==> src/rtl/i2c_master_read_byte_pkg.sv <==
// rtl/i2c_master_read_byte_pkg.sv - shared command codes and FSM types for the I2C byte engines
package i2c_master_read_byte_pkg;

  // Command codes shared by the read-byte and write-byte engines.
  typedef enum logic [2:0] {
    CMD_START     = 3'b001,
    CMD_READ_DATA = 3'b010,
    CMD_WRITE     = 3'b011,
    CMD_STOP      = 3'b100,
    CMD_NACK      = 3'b101,
    CMD_READ_ACK  = 3'b110,
    CMD_ACK       = 3'b111
  } cmd_e;

  typedef enum logic [1:0] {
    ST_IDLE = 2'd0,
    ST_RUN  = 2'd1,
    ST_DONE = 2'd2
  } state_e;

  function automatic logic is_read_cmd(input logic [2:0] cmd);
    return (cmd == CMD_READ_DATA) || (cmd == CMD_READ_ACK);
  endfunction

endpackage

==> src/rtl/i2c_master_read_byte_if.sv <==
// rtl/i2c_master_read_byte_if.sv - sequencer-facing handshake and bus signals of the read engine
interface i2c_master_read_byte_if;

  logic       go;
  logic [2:0] command;
  logic       sda_in;
  logic       scl;
  logic       data;
  logic       store;
  logic [7:0] byte_out;
  logic       ack;
  logic       finish;
  logic       error;

  modport master (
    input  go, command, sda_in,
    output scl, data, store, byte_out, ack, finish, error
  );

  modport slave (
    output go, command, sda_in,
    input  scl, data, store, byte_out, ack, finish, error
  );

endinterface

==> src/rtl/i2c_scl_timer.sv <==
// rtl/i2c_scl_timer.sv - SCL bit-cell timer: phase within a quarter and quarter within a bit
module i2c_scl_timer #(
  parameter int QUARTER = 4
) (
  input  logic       clk_i,
  input  logic       rst_i,
  input  logic       run_i,
  output logic [1:0] quarter_o,
  output logic       end_of_quarter_o,
  output logic       end_of_bit_o
);

  localparam int PW = $clog2(QUARTER);
  localparam logic [PW-1:0] LAST_PHASE = PW'(QUARTER - 1);

  logic [PW-1:0] phase_q, phase_d;
  logic [1:0]    quarter_q, quarter_d;

  assign end_of_quarter_o = run_i && (phase_q == LAST_PHASE);
  assign end_of_bit_o     = end_of_quarter_o && (quarter_q == 2'd3);
  assign quarter_o        = quarter_q;

  // Holding run_i low parks both counters at zero so every operation starts on a bit boundary.
  always_comb begin
    phase_d   = phase_q;
    quarter_d = quarter_q;
    if (!run_i) begin
      phase_d   = '0;
      quarter_d = 2'd0;
    end else if (end_of_quarter_o) begin
      phase_d   = '0;
      quarter_d = quarter_q + 2'd1;
    end else begin
      phase_d   = phase_q + PW'(1);
    end
  end

  always_ff @(posedge clk_i or posedge rst_i) begin
    if (rst_i) begin
      phase_q   <= '0;
      quarter_q <= 2'd0;
    end else begin
      phase_q   <= phase_d;
      quarter_q <= quarter_d;
    end
  end

endmodule

==> src/rtl/i2c_master_read_byte.sv <==
// rtl/i2c_master_read_byte.sv - I2C master receive engine: clocks in one data byte or one ACK bit
import i2c_master_read_byte_pkg::*;

module i2c_master_read_byte #(
  parameter int QUARTER = 4
) (
  input  logic                    clk_i,
  input  logic                    rst_i,
  i2c_master_read_byte_if.master  bus
);

  state_e     state_q, state_d;
  cmd_e       cmd_q, cmd_d;
  logic       illegal_q, illegal_d;
  logic [2:0] bit_q, bit_d;
  logic [1:0] sync_q;
  logic       scl_q, scl_d;
  logic       data_q, data_d;
  logic       store_q, store_d;
  logic [7:0] byte_q, byte_d;
  logic       ack_q, ack_d;
  logic       finish_q, finish_d;
  logic       error_q, error_d;

  logic [1:0] quarter;
  logic       end_of_quarter;
  logic       end_of_bit;
  logic       sda_s;

  i2c_scl_timer #(.QUARTER(QUARTER)) u_timer (
    .clk_i            (clk_i),
    .rst_i            (rst_i),
    .run_i            (state_q == ST_RUN),
    .quarter_o        (quarter),
    .end_of_quarter_o (end_of_quarter),
    .end_of_bit_o     (end_of_bit)
  );

  assign sda_s = sync_q[1];

  always_comb begin
    state_d   = state_q;
    cmd_d     = cmd_q;
    illegal_d = illegal_q;
    bit_d     = bit_q;
    scl_d     = scl_q;
    data_d    = data_q;
    store_d   = 1'b0;
    byte_d    = byte_q;
    ack_d     = ack_q;
    finish_d  = finish_q;
    error_d   = error_q;
    unique case (state_q)
      ST_IDLE: begin
        if (bus.go) begin
          if (is_read_cmd(bus.command)) begin
            state_d   = ST_RUN;
            cmd_d     = cmd_e'(bus.command);
            illegal_d = 1'b0;
            bit_d     = 3'd0;
          end else begin
            state_d   = ST_DONE;
            illegal_d = 1'b1;
          end
        end
      end
      ST_RUN: begin
        scl_d = quarter[1];
        // Sample late in the high-going quarter so the synchronizer delay is covered.
        if (end_of_quarter && (quarter == 2'd2)) begin
          data_d  = sda_s;
          store_d = 1'b1;
          if (cmd_q == CMD_READ_ACK) begin
            ack_d = ~sda_s;
          end else begin
            byte_d = {byte_q[6:0], sda_s};
          end
        end
        if (end_of_bit) begin
          bit_d = bit_q + 3'd1;
          if ((cmd_q == CMD_READ_ACK) || (bit_q == 3'd7)) begin
            state_d = ST_DONE;
          end
        end
      end
      ST_DONE: begin
        // An illegal command never touched the bus, so scl keeps whatever level it had.
        if (!illegal_q) begin
          scl_d = 1'b0;
        end
        finish_d = 1'b1;
        error_d  = illegal_q;
        if (finish_q && !bus.go) begin
          state_d  = ST_IDLE;
          finish_d = 1'b0;
          error_d  = 1'b0;
        end
      end
      default: begin
        state_d = ST_IDLE;
      end
    endcase
  end

  always_ff @(posedge clk_i or posedge rst_i) begin
    if (rst_i) begin
      state_q   <= ST_IDLE;
      cmd_q     <= CMD_READ_DATA;
      illegal_q <= 1'b0;
      bit_q     <= 3'd0;
      sync_q    <= 2'b11;
      scl_q     <= 1'b1;
      data_q    <= 1'b0;
      store_q   <= 1'b0;
      byte_q    <= 8'h00;
      ack_q     <= 1'b0;
      finish_q  <= 1'b0;
      error_q   <= 1'b0;
    end else begin
      state_q   <= state_d;
      cmd_q     <= cmd_d;
      illegal_q <= illegal_d;
      bit_q     <= bit_d;
      sync_q    <= {sync_q[0], bus.sda_in};
      scl_q     <= scl_d;
      data_q    <= data_d;
      store_q   <= store_d;
      byte_q    <= byte_d;
      ack_q     <= ack_d;
      finish_q  <= finish_d;
      error_q   <= error_d;
    end
  end

  assign bus.scl      = scl_q;
  assign bus.data     = data_q;
  assign bus.store    = store_q;
  assign bus.byte_out = byte_q;
  assign bus.ack      = ack_q;
  assign bus.finish   = finish_q;
  assign bus.error    = error_q;

endmodule

==> src/flat_wrapper.sv <==
// flat-port wrapper written by rule: the top's interface ports become plain ports
module i2c_master_read_byte_flat 
#(
  parameter int QUARTER = 4
)
  (clk_i, rst_i, bus_go, bus_command, bus_sda_in, bus_scl, bus_data, bus_store, bus_byte_out, bus_ack, bus_finish, bus_error);
  i2c_master_read_byte_if bus_i ();
  input  logic clk_i;
  input  logic rst_i;
  input wire logic [$bits(bus_i.go)-1:0] bus_go;
  input wire logic [$bits(bus_i.command)-1:0] bus_command;
  input wire logic [$bits(bus_i.sda_in)-1:0] bus_sda_in;
  output wire logic [$bits(bus_i.scl)-1:0] bus_scl;
  output wire logic [$bits(bus_i.data)-1:0] bus_data;
  output wire logic [$bits(bus_i.store)-1:0] bus_store;
  output wire logic [$bits(bus_i.byte_out)-1:0] bus_byte_out;
  output wire logic [$bits(bus_i.ack)-1:0] bus_ack;
  output wire logic [$bits(bus_i.finish)-1:0] bus_finish;
  output wire logic [$bits(bus_i.error)-1:0] bus_error;
  assign bus_i.go = bus_go;
  assign bus_i.command = bus_command;
  assign bus_i.sda_in = bus_sda_in;
  assign bus_scl = bus_i.scl;
  assign bus_data = bus_i.data;
  assign bus_store = bus_i.store;
  assign bus_byte_out = bus_i.byte_out;
  assign bus_ack = bus_i.ack;
  assign bus_finish = bus_i.finish;
  assign bus_error = bus_i.error;
  i2c_master_read_byte #(.QUARTER(QUARTER)) u_core (.clk_i(clk_i), .rst_i(rst_i), .bus(bus_i));
endmodule
==> config.mk <==
export PLATFORM = sky130hd
export DESIGN_NAME = i2c_master_read_byte_flat
export DESIGN_NICKNAME = d
export VERILOG_FILES = /design/src/rtl/i2c_master_read_byte_pkg.sv /design/src/rtl/i2c_master_read_byte_if.sv /design/src/rtl/i2c_scl_timer.sv /design/src/rtl/i2c_master_read_byte.sv /design/src/flat_wrapper.sv
export SDC_FILE = /design/constraint.sdc
export NUM_CORES = 1
export LEC_CHECK = 0
export CAP_MARGIN = 20
export CELL_PAD_IN_SITES_DETAIL_PLACEMENT = 1
export CELL_PAD_IN_SITES_GLOBAL_PLACEMENT = 1
export CORE_MARGIN = 4
export CORE_UTILIZATION = 42
export DETAILED_ROUTE_END_ITERATION = 6
export GPL_TIMING_DRIVEN = 0
export PLACE_DENSITY_LB_ADDON = 0.25
export SETUP_SLACK_MARGIN = 0.4
export SLEW_MARGIN = 10
export SYNTH_ARGS = -nofsm -noshare
export SYNTH_HDL_FRONTEND = slang
export SYNTH_SLANG_ARGS = --single-unit
==> constraint.sdc <==
create_clock -name clk_i -period 2.08 [get_ports clk_i]
set_input_delay 0.52 -clock clk_i [delete_from_list [all_inputs] [get_ports clk_i]]
set_output_delay 0.52 -clock clk_i [all_outputs]
set_load 0.02 [all_outputs]
Word level (Yosys, flattened, before mapping):

Cells that the tools add are included.

* register bits: 29
* latch bits: 0
* bits in writable memories: 0
* bits in read-only memories: 0
* input bits: 7
* output and inout bits: 14
* logic and storage cells: 74
* memories: 0

* $add $sub $neg: 3
* $mul: 0
* divide/modulo/power cells: 0
* $lt $le $gt $ge: 0
* equal/unequal tests: 16
* shift operators: 0
* multiplexer cells: 21
* bitwise logic cells: 2
* reductions and logical operators: 18

Operators by type and width (number)
* 2-to-1 mux 2 bit: 9
* inequality test 2 x 1 -> 1 bit, second input constant: 5
* equality test 3 bit, second input constant: 3
* 2-to-1 mux 3 bit: 3
* AND reduction 3 bit: 3
* equality test 2 bit, second input constant: 4
* AND reduction 4 bit: 2
* 2-to-1 mux 1 bit: 6
* one-hot mux 2 bit (3 select lines): 1
* one-hot mux 3 bit (2 select lines): 1
* AND reduction 2 bit: 3
* adder 2 x 1 -> 2 bit, second input constant: 2
* logical AND 1 bit: 4
* inequality test 2 bit, second input constant: 2
* nonzero test 2 bit: 2
* adder 3 x 1 -> 3 bit, second input constant: 1
* equality test 3 x 2 -> 1 bit, second input constant: 1
* equality test 2 x 1 -> 1 bit, second input constant: 1
* logical NOT 2 bit: 1
* logical OR 1 bit: 2
* NOT 1 bit: 2
* one-hot mux 1 bit (2 select lines): 1
* logical NOT 1 bit: 1

Longest topological paths before layout:

* word-level depth: 5
* depth in mapped cells: 6
* mapped depth without buffers: 5

Hierarchy:

A second synthesis with hierarchy kept.

* cells, all modules: 93
* area, all modules: 1266.2 um^2

Modules (own cells, without submodules)
* i2c_master_read_byte: instances 1, cells each 78, area an instance 1073.5 um^2, seq. area each 630.6 um^2
* i2c_scl_timer: instances 1, cells each 15, area an instance 192.7 um^2, seq. area each 100.1 um^2

Least setup slack after synthesis:

No wires, ideal clock.

* path kind: register -> register
* start point: reg u_core.u_timer.phase_q[0]
* end point: reg u_core.byte_q[0] (netlist: u_core.bus.byte_out[0])
* setup time: 0.125 ns
* arrival: 1.372 ns
* data required time: 1.955 ns
* setup slack: 0.583 ns
* cell stages (with the launch flop): 7
* buffers on the path: 2
* clock period less this slack: 1.497 ns
* cell sequence: dfrtp_1 ha_1 buf_2 nand4b_4 nand2b_4 buf_6 mux2_4

* word-level cells in the longest chain between the ends: 4

RTL lines
* from (decl): line i2c_scl_timer.sv:16 `logic [PW-1:0] phase_q, phase_d;`
* from (signal assigned): line i2c_scl_timer.sv:43 `phase_q <= phase_d;`
* equality test 2 bit: line i2c_scl_timer.sv:19 `assign end_of_quarter_o = run_i && (phase_q == LAST_PHASE);`
* logical AND 1 bit: line i2c_scl_timer.sv:19
* logical AND 1 bit: line i2c_master_read_byte.sv:70 `if (end_of_quarter && (quarter == 2'd2)) begin`
* AND reduction 3 bit (no line)
* to (signal assigned): line i2c_master_read_byte.sv:128 `byte_q <= byte_d;`
* to (decl): line i2c_master_read_byte.sv:20 `logic [7:0] byte_q, byte_d;`

Every way passes these cells.
A chain may end at the register's enable or synchronous reset.

Final worst setup path:

* start point: in bus_command[1]
* end point: reg u_core.cmd_q[2]

* word-level cells in the longest chain between the ends: 3
* elaborated cells on any way between the ends: 4
* those cells by class: 2 x eq/ne; 2 x reduce/logical

RTL lines
* from (decl): line flat_wrapper.sv:11 `input wire logic [$bits(bus_i.command)-1:0] bus_command;`
* equality test 3 x 2 -> 1 bit or equality test 3 bit (tied branches): line i2c_master_read_byte_pkg.sv:22 `return (cmd == CMD_READ_DATA) || (cmd == CMD_READ_ACK);`
* logical OR 1 bit *: line i2c_master_read_byte_pkg.sv:22
* AND reduction 3 bit (no line) *
* to (signal assigned): line i2c_master_read_byte.sv:121 `cmd_q <= cmd_d;`
* to (decl): line i2c_master_read_byte.sv:13 `cmd_e cmd_q, cmd_d;`

Mark *: on every way between the ends. The rest lies on a longest branch, timed or not.

==> impl_metrics.tcl <==
set metrics [dict create \
    layout-drive-gt1-share 0.244 \
    die_h_um 63.7 \
    arrival_ns 1.85 \
    cts-buffers-inserted 5 \
    synthCells 98 \
    cts_tree "yes" \
    vias 829 \
    crit_start "bus_command[1]" \
    crit_chain "clkdlybuf4s50_1, nand2b_4, or3_4, mux2_4" \
    drc 0 \
    clock_path_buffers 2 \
    crit_path_end_kind "flip-flop" \
    setup.worst_path.class "in2reg" \
    status "completed" \
    post_cts_buffers 0 \
    p_per_area_nw_per_um2 976 \
    ys_async_sr_fraction 1.00 \
    r2r-end "u_core.bus.byte_out[4]" \
    root_buffer "clkbuf_4" \
    met3_usage 0.0630 \
    ys_top_cells_by_count "dfrtp_1 (25), mux2_4 (9), nor2_1 (7)" \
    min_to "u_core.sync_q[1]" \
    yosysMostFrequentCell "dfrtp_1" \
    synthTopCellsByArea "dfrtp_1 (48%), mux2_4 (10%), dfstp_2 (8.1%), ha_1 (4.8%), nand2b_1 (2.4%)" \
    cts.htree.levels 2 \
    r2r_setup_slack_ns 0.45 \
    p_leak_nw 0.891 \
    synth_edf_count 0 \
    grt_start_max_net_pins 30 \
    fmax_mhz 610 \
    synth_top_flop_cell "dfrtp_1" \
    hold_viol 0 \
    dieWidth_um 63.7 \
    cap_violations 0 \
    dpl-instance-area_um2 1540 \
    syn_area_um2 1310 \
    relSlewSlack 0.633 \
    hold_class "reg2reg" \
    tns_ns 0 \
    path_clk_slew_ns 0.09 \
    ys_seq_area_frac 0.560 \
    critPathMaxFanout 5 \
    synthToLayoutAreaGrowth_pct 25.9 \
    ir_drop_uv 392 \
    insertion_delay_ns 0.33 \
    synth_area_leader_cell "dfrtp_1" \
    hpwl_um 1810 \
    clock-skew-final_ns 0.00530 \
    power.internal_mw 1.13 \
    grt_util_met2 0.237 \
    drv_slew 0 \
    grtUsageMet1 0.181 \
    grt_util_all_layers 0.150 \
    critPathRequiredTime_ns 2.29 \
    yosys.area.top_type_share 0.479 \
    switching_power_mw 0.477 \
    yosysWarnings 0 \
    ys_ff_latch 29 \
    synthesis.nets 110 \
    power_frac_comb 0.249 \
    hp-start "u_core.sync_q[0]" \
    die_area_um2 4060 \
    slowest_stage "clkdlybuf4s50_1" \
    grt_first_pass_wirelength_um 4660 \
    start_kind "input pin" \
    busiest_layer "met2" \
    route.detailed.vias_per_inst 5.25 \
    start_util 0.457 \
    max_stage_delay_ns 0.53 \
    finalSetupViolCount 0 \
    nets 138 \
    first_global_vias 971 \
    switching_share 0.297 \
    syn_area_per_cell_um2 13.3 \
    wl_per_cell_um 16.1 \
    reg2reg_depth 6 \
    drt_iter0_markers 43 \
    fin_crit_ns 1.64 \
    max_slew.worst_pin.slew_ns 0.548 \
    cts.sinks 29 \
    rows 19 \
    antenna_left 0 \
    dr.pass1.iters 3 \
    p_seq_frac 0.448 \
    wirelength_um 2550 \
    placed_cells 149 \
    gp_congestion 0.738 \
    grt_overflow 0 \
    clkPwrFrac 0.303 \
    synth_cell_type_count 36 \
    antenna_found_initial 0 \
    fin_cells 158 \
    rsz0062_at_grt "false" \
    io_buffers 20 \
    period_share 0.788 \
    reg2reg_from "u_core.u_timer.phase_q[0]" \
    core-area_um2 2850 \
    antenna_cells 0 \
    whs_path_depth 0 \
    fin_area_um2 1640 \
    ios 21 \
]
placed cells by master (no fill, tap or decap), drive strengths merged:
cell            n
dfrtp          25
dlygate4sd2    13
mux2           10
clkbuf          9
nor2            7
nand2b          7
clkdlybuf4s50   6
ha              5
o21ai           4
inv             4
dfstp           4
buf             4
nor3            2
o2bb2ai         2
nor2b           2
and2            2
or3             1
o21a            1
nand2           1
nand4b          1
nand3b          1
mux2i           1
a211oi          1
a22o            1
o22ai           1
xnor2           1
clkinv          1
nand3           1
and3b           1
and2b           1
o32a            1
a21oi           1
o31ai           1
nor3b           1
o22a            1
a311oi          1
bufinv          1
flip-flops by register name, indices dropped and copies added (netlist names):
| register | count |
|---|---|
| u_core.state_q | 2 |
| u_core.u_timer.phase_q | 2 |
| u_core.bit_q | 3 |
| u_core.bus.scl | 1 |
| u_core.cmd_q | 3 |
| u_core.bus.store | 1 |
| u_core.sync_q | 2 |
| u_core.u_timer.quarter_o | 2 |
| u_core.bus.finish | 1 |
| u_core.bus.error | 1 |
| u_core.bus.data | 1 |
| u_core.bus.ack | 1 |
| u_core.illegal_q | 1 |
| u_core.bus.byte_out | 8 |
worst max-delay path by stage:
stage                        endpoint  cells after the start
2_1_floorplan  u_core.bus.byte_out[0]                      6
3_3_place_gp          u_core.cmd_q[2]                      4
3_5_place_dp          u_core.cmd_q[2]                      4
4_1_cts                       bus_scl                      1
5_1_grt        u_core.bus.byte_out[0]                      6
6_report              u_core.cmd_q[2]                      4
layer usage:
metal / share of wire / vias up
met2: 0.48 / 20
met3: 0.057 / 7
met5: 0 / -
met1: 0.44 / 410
li1: - / 392
met4: 0.020 / 0
timing repair:
action                     in CTS  in global routing
gates cloned                    0                  0
hold buffers                    0                  0
resized for setup              14                  3
setup endpoints to repair      14                  2
per-stage QoR:
stage | hold slack, ns | power [mW] | setup slack (ns) | util
final | 0.367 | 1.60 | 0.440 | 0.576
after global routing | 0.376 | 1.72 | 0.417 | 0.576
after CTS | 0.369 | 1.62 | 0.347 | 0.565
after detailed placement | 0.356 | 1.15 | 0.0849 | 0.541
after global placement | 0.346 | 1.13 | 0.109 | 0.541
after floorplan | 0.345 | 1.00 | 0.583 | -
worst max-delay path: cells and delay by family:
family / cells / cell delay (ns)
buffers and inverters: 1 / 0.53
muxes: 1 / 0.31
and+or+nand+nor: 2 / 0.49
area by class of cell:
type | count | area [um2]
fillers | 309 | 1210
plain buffers | 4 | 25.0
multi-input cells | 60 | 538
clock inverters | 1 | 30.0
flip-flops and latches | 29 | 731
repair buffers | 21 | 206
clock buffers | 7 | 55.1
inverters | 5 | 18.8
well taps | 31 | 38.8
kinds of logic after synthesis:
group,share of synthesized area
flip-flops,0.560
AND/OR/NAND/NOR,0.150
AO/OA/AOI/OAI,0.0825
multiplexers,0.120
buffers and inverters,0.0336
adder cells (fa/ha/maj),0.0479
XOR/XNOR,0.00671
power groups by stage:
| stage | combinational [mW] | sequential, mW | clock, mW |
|---|---|---|---|
| 6_report | 0.400 | 0.718 | 0.486 |
| 5_1_grt | 0.446 | 0.737 | 0.534 |
| 4_1_cts | 0.401 | 0.721 | 0.497 |
| 3_5_place_dp | 0.414 | 0.732 | 0 |
| 3_3_place_gp | 0.401 | 0.725 | 0 |
| 2_1_floorplan | 0.253 | 0.750 | 0 |
No activity file was read; power rests on OpenSTA's default activity.
==> RTL edit 1 (config.mk and constraints unchanged) <==
The 3 states of `state_e` get a one-hot encoding in 3 bits.
--- a/src/rtl/i2c_master_read_byte_pkg.sv
+++ b/src/rtl/i2c_master_read_byte_pkg.sv
@@ -12,10 +12,10 @@
     CMD_ACK       = 3'b111
   } cmd_e;
 
-  typedef enum logic [1:0] {
-    ST_IDLE = 2'd0,
-    ST_RUN  = 2'd1,
-    ST_DONE = 2'd2
+  typedef enum logic [2:0] {
+    ST_IDLE = 3'b001,
+    ST_RUN  = 3'b010,
+    ST_DONE = 3'b100
   } state_e;
 
   function automatic logic is_read_cmd(input logic [2:0] cmd);
Formal check against the unedited RTL: same outputs for any inputs over 10 cycles, from zero or initial values and one cycle with rst_i high; not proved beyond that.
==> RTL edit 1 against the original RTL <==
- worst setup slack worse by 0.036 ns
- die area increased by 0.60%
- synthesized cell count is 9.2% higher
- synthesized area is 0.67% higher
- register-to-register slack worse by 0.05 ns
- wire length increased by 9.0%
- sequential cell count up 1
- power is 5.5% higher
- design area is 8.2% higher
- global-route usage fell by 0.25 points
- critical path type is now reg2reg
- critical endpoint is now u_core.bus.byte_out[2]
- largest cell class unchanged
==> RTL edit 1: results (changes against the original RTL) <==
R2R depth 5 (-1); Cell Area, Synth 0.00131 sq mm (+0.67%); top cells by count, synth dfrtp_1 (25), mux2_2 (9), nor2_1 (9), inv_1 (6), o21ai_0 (6); CP arrival 1.89 ns (+0.04 ns); # placed instances 172 (+15%); final hold slack 0.363 ns (-0.00448 ns); Final nets 151 (+9.4%); post-synth top area share 47.6% (-0.32 points); multi-input combinational area share 30.8% (-2.0 points); non-clk buf share 16.0% (+1.9 points); CP max FO 8 (+3); first-pass GRT wire length 4.62 mm (-0.88%); DR WL/cell 15.1 um (-6.4%); met3 usage 2.81% (-3.5 points); Slew headroom 61.0% (-2.2 points); largest net degree at the start of global routing 22 (-27%); Seq/Total Area, Yosys 57.6% (+1.6 points); Reg2Reg Setup Slack 0.40 ns (-0.05 ns); # Taps 44 (+42%); Static Leak 0.000851 uW (-4.5%); RR Endpoint u_core.bus.byte_out[2]; Distinct cells, synth 33 (-8.3%); synthesized area per cell 12.3 sq um (-7.8%); vias 925 (+12%); Final Cycle Share 80.6% (+1.7 points); Total GRT Usage 14.8% (-0.25 points); status finished, final reports clean; clk tree area frac 6.26% (+1.1 points); Clock Skew 0.00706 ns (+0.00177 ns); Place WS 0.115 ns (+0.0301 ns); CLK BUF 6 (-1); syn nets 119 (+8.2%); placed instance area 0.00161 sq mm (+4.1%); layout cells sized above 1 29.3% (+4.9 points); Final Power 1690 uW (+5.5%); IR drop worst, VDD 0.368 mV (-6.1%)
RTL edit 1: repair_timing:
action | in CTS | in global routing
endpoints found under the setup margin | 23 | 11
hold buffers | 0 | 0
buffers inserted | 3 | 1
pin swaps | 2 | 1
gates resized for setup | 25 | 5
RTL edit 1: cell families (layout without fill, tap and decap cells):
family,Yosys count,after routing,synth area share (%)
compound gates,19,19,10.1
xor+xnor,1,1,0.667
fa+ha+maj,5,5,4.76
buf+inv,10,43,3.14
simple gates,31,31,14.3
mux,11,11,9.43
flops,30,30,57.6
RTL edit 1: routing by layer:
layer | routed length [um] | vias to the layer above
met5 | 0 | -
met4 | 39 | 0
met3 | 75 | 5
met2 | 1460 | 14
met1 | 1200 | 469
li1 | - | 437
RTL edit 1: worst max-delay path, stage by stage (launching register included):
cell     delay, ns
dfstp_2       0.38
buf_6         0.11
or3b_4        0.38
nor3b_4       0.21
buf_12        0.16
mux2_2        0.32
==> RTL edit 2 (config.mk and constraints unchanged) <==
Without the edit above. `QUARTER` is set to 4 in 3 places; all go to 16.
--- a/src/rtl/i2c_scl_timer.sv
+++ b/src/rtl/i2c_scl_timer.sv
@@ -1,6 +1,6 @@
 // rtl/i2c_scl_timer.sv - SCL bit-cell timer: phase within a quarter and quarter within a bit
 module i2c_scl_timer #(
-  parameter int QUARTER = 4
+  parameter int QUARTER = 16
 ) (
   input  logic       clk_i,
   input  logic       rst_i,
--- a/src/rtl/i2c_master_read_byte.sv
+++ b/src/rtl/i2c_master_read_byte.sv
@@ -2,7 +2,7 @@
 import i2c_master_read_byte_pkg::*;
 
 module i2c_master_read_byte #(
-  parameter int QUARTER = 4
+  parameter int QUARTER = 16
 ) (
   input  logic                    clk_i,
   input  logic                    rst_i,
--- a/src/flat_wrapper.sv
+++ b/src/flat_wrapper.sv
@@ -1,7 +1,7 @@
 // flat-port wrapper written by rule: the top's interface ports become plain ports
 module i2c_master_read_byte_flat 
 #(
-  parameter int QUARTER = 4
+  parameter int QUARTER = 16
 )
   (clk_i, rst_i, bus_go, bus_command, bus_sda_in, bus_scl, bus_data, bus_store, bus_byte_out, bus_ack, bus_finish, bus_error);
   i2c_master_read_byte_if bus_i ();
Check against the original RTL: no difference found for any inputs over 10 cycles, from zero or initial values and one cycle with rst_i high; that may be too few to reach the edited logic, so the function may still have changed.
==> RTL edit 2 against the original RTL <==
- worst setup slack got worse by 0.070 ns
- global-route usage shrank 0.83 points
- power down 7.2%
- wire length increased by 2.8%
- worst hold slack worse by 0.0056 ns
- core utilization down 1.0 points
- synthesized area rose by 4.1%
- final cell count grew 16%
- design area rose by 5.9%
- sequential share of layout area is 0.38 points higher
- register-to-register slack lost 0.08 ns
- first-iteration DRC count is 79% lower
- sequential cell count increased by 2
==> RTL edit 2: results (changes against the original RTL) <==
status finished, final reports clean; Static Leak 0.000873 uW (-2.0%); Place WS 0.106 ns (+0.0214 ns); slowest stage delay, CP 0.38 ns (-0.15 ns); number of global-route vias before repair 1000 (+3.0%); final hold slack 0.362 ns (-0.00557 ns); Clock group 359 uW (-26%); DP HPWL 1.93 mm (+6.5%); CP arrival 1.92 ns (+0.07 ns); fillers 331 (+7.1%); Clock Skew 0.0146 ns (+0.00933 ns); Slew headroom 56.3% (-7.0 points); Final nets 150 (+8.7%); initial DRC count 9 (-79%); routability congestion estimate 0.709 (-4.0%); first-pass GRT wire length 4.46 mm (-4.3%); DR WL/cell 14.3 um (-11%); mux share of post-synthesis cell area 13.5% (+1.6 points); top cells by count, synth dfrtp_1 (27), mux2_4 (8), inv_1 (7), nor2_1 (7); largest net degree at the start of global routing 18 (-40%); FF-to-FF Start u_core.u_timer.phase_q[1]; layout cells sized above 1 28.8% (+4.4 points); fin cells 183 (+16%); placed instance area 0.00164 sq mm (+6.5%); CP top delay family simple AND/OR/NAND/NOR gates; Slowest-stage cell, CP dfrtp_1
## RTL edit 2: cell count changes after synthesis, sizes merged, moves of 2 or more
cell | before | now
inv | 5 | 7
and3 | 0 | 3
mux2i | 1 | 3
a21oi | 1 | 5
dfrtp | 25 | 27
nand2b | 7 | 3
nand2 | 1 | 5
o2bb2ai | 2 | 0
a22o | 1 | 3
## RTL edit 2: timing repair
item                       in CTS  in global routing
gates resized for setup        15                  2
pin swaps                       1                  1
hold endpoints to repair        0                  0
buffers inserted                5                  2
setup endpoints to repair      22                 12
## RTL edit 2: area by class of cell
class | instances | area, sq um | area share (%)
Timing Repair Buffer | 28 | 259 | 14.9
Tap cell | 44 | 55.1 | 3.16
Clock inverter | 1 | 5.00 | 0.288
Multi-Input combinational cell | 63 | 528 | 30.3
Clock buffer | 7 | 55.1 | 3.16
Sequential cell | 31 | 781 | 44.9
Buffer | 2 | 31.3 | 1.80
Inverter | 7 | 26.3 | 1.51
## RTL edit 2: worst max-delay path by stage
| stage | start | to | slack, ns | depth (start not counted) |
|---|---|---|---|---|
| after global placement | bus_command[1] | u_core.bit_q[0] | 0.16 | 5 |
| after floorplan | u_core.u_timer.phase_q[0] | u_core.bus.byte_out[0] | 0.37 | 7 |
| after global routing | u_core.u_timer.phase_q[1] | u_core.bus.byte_out[3] | 0.29 | 7 |
| final | u_core.u_timer.phase_q[1] | u_core.bus.byte_out[3] | 0.37 | 7 |
| after detailed placement | bus_command[1] | u_core.bit_q[0] | 0.11 | 5 |
| after CTS | u_core.bus.scl | bus_scl | 0.32 | 1 |
## RTL edit 2: per-layer routing
layer,part of all wire (%),global-route usage [%],up-vias,wire (um)
met1,41,15.2,452,1070
met4,1.9,6.33,0,49
met2,52,24.6,21,1360
met5,0,0,-,0
met3,5.3,5.37,7,140
li1,-,-,425,-
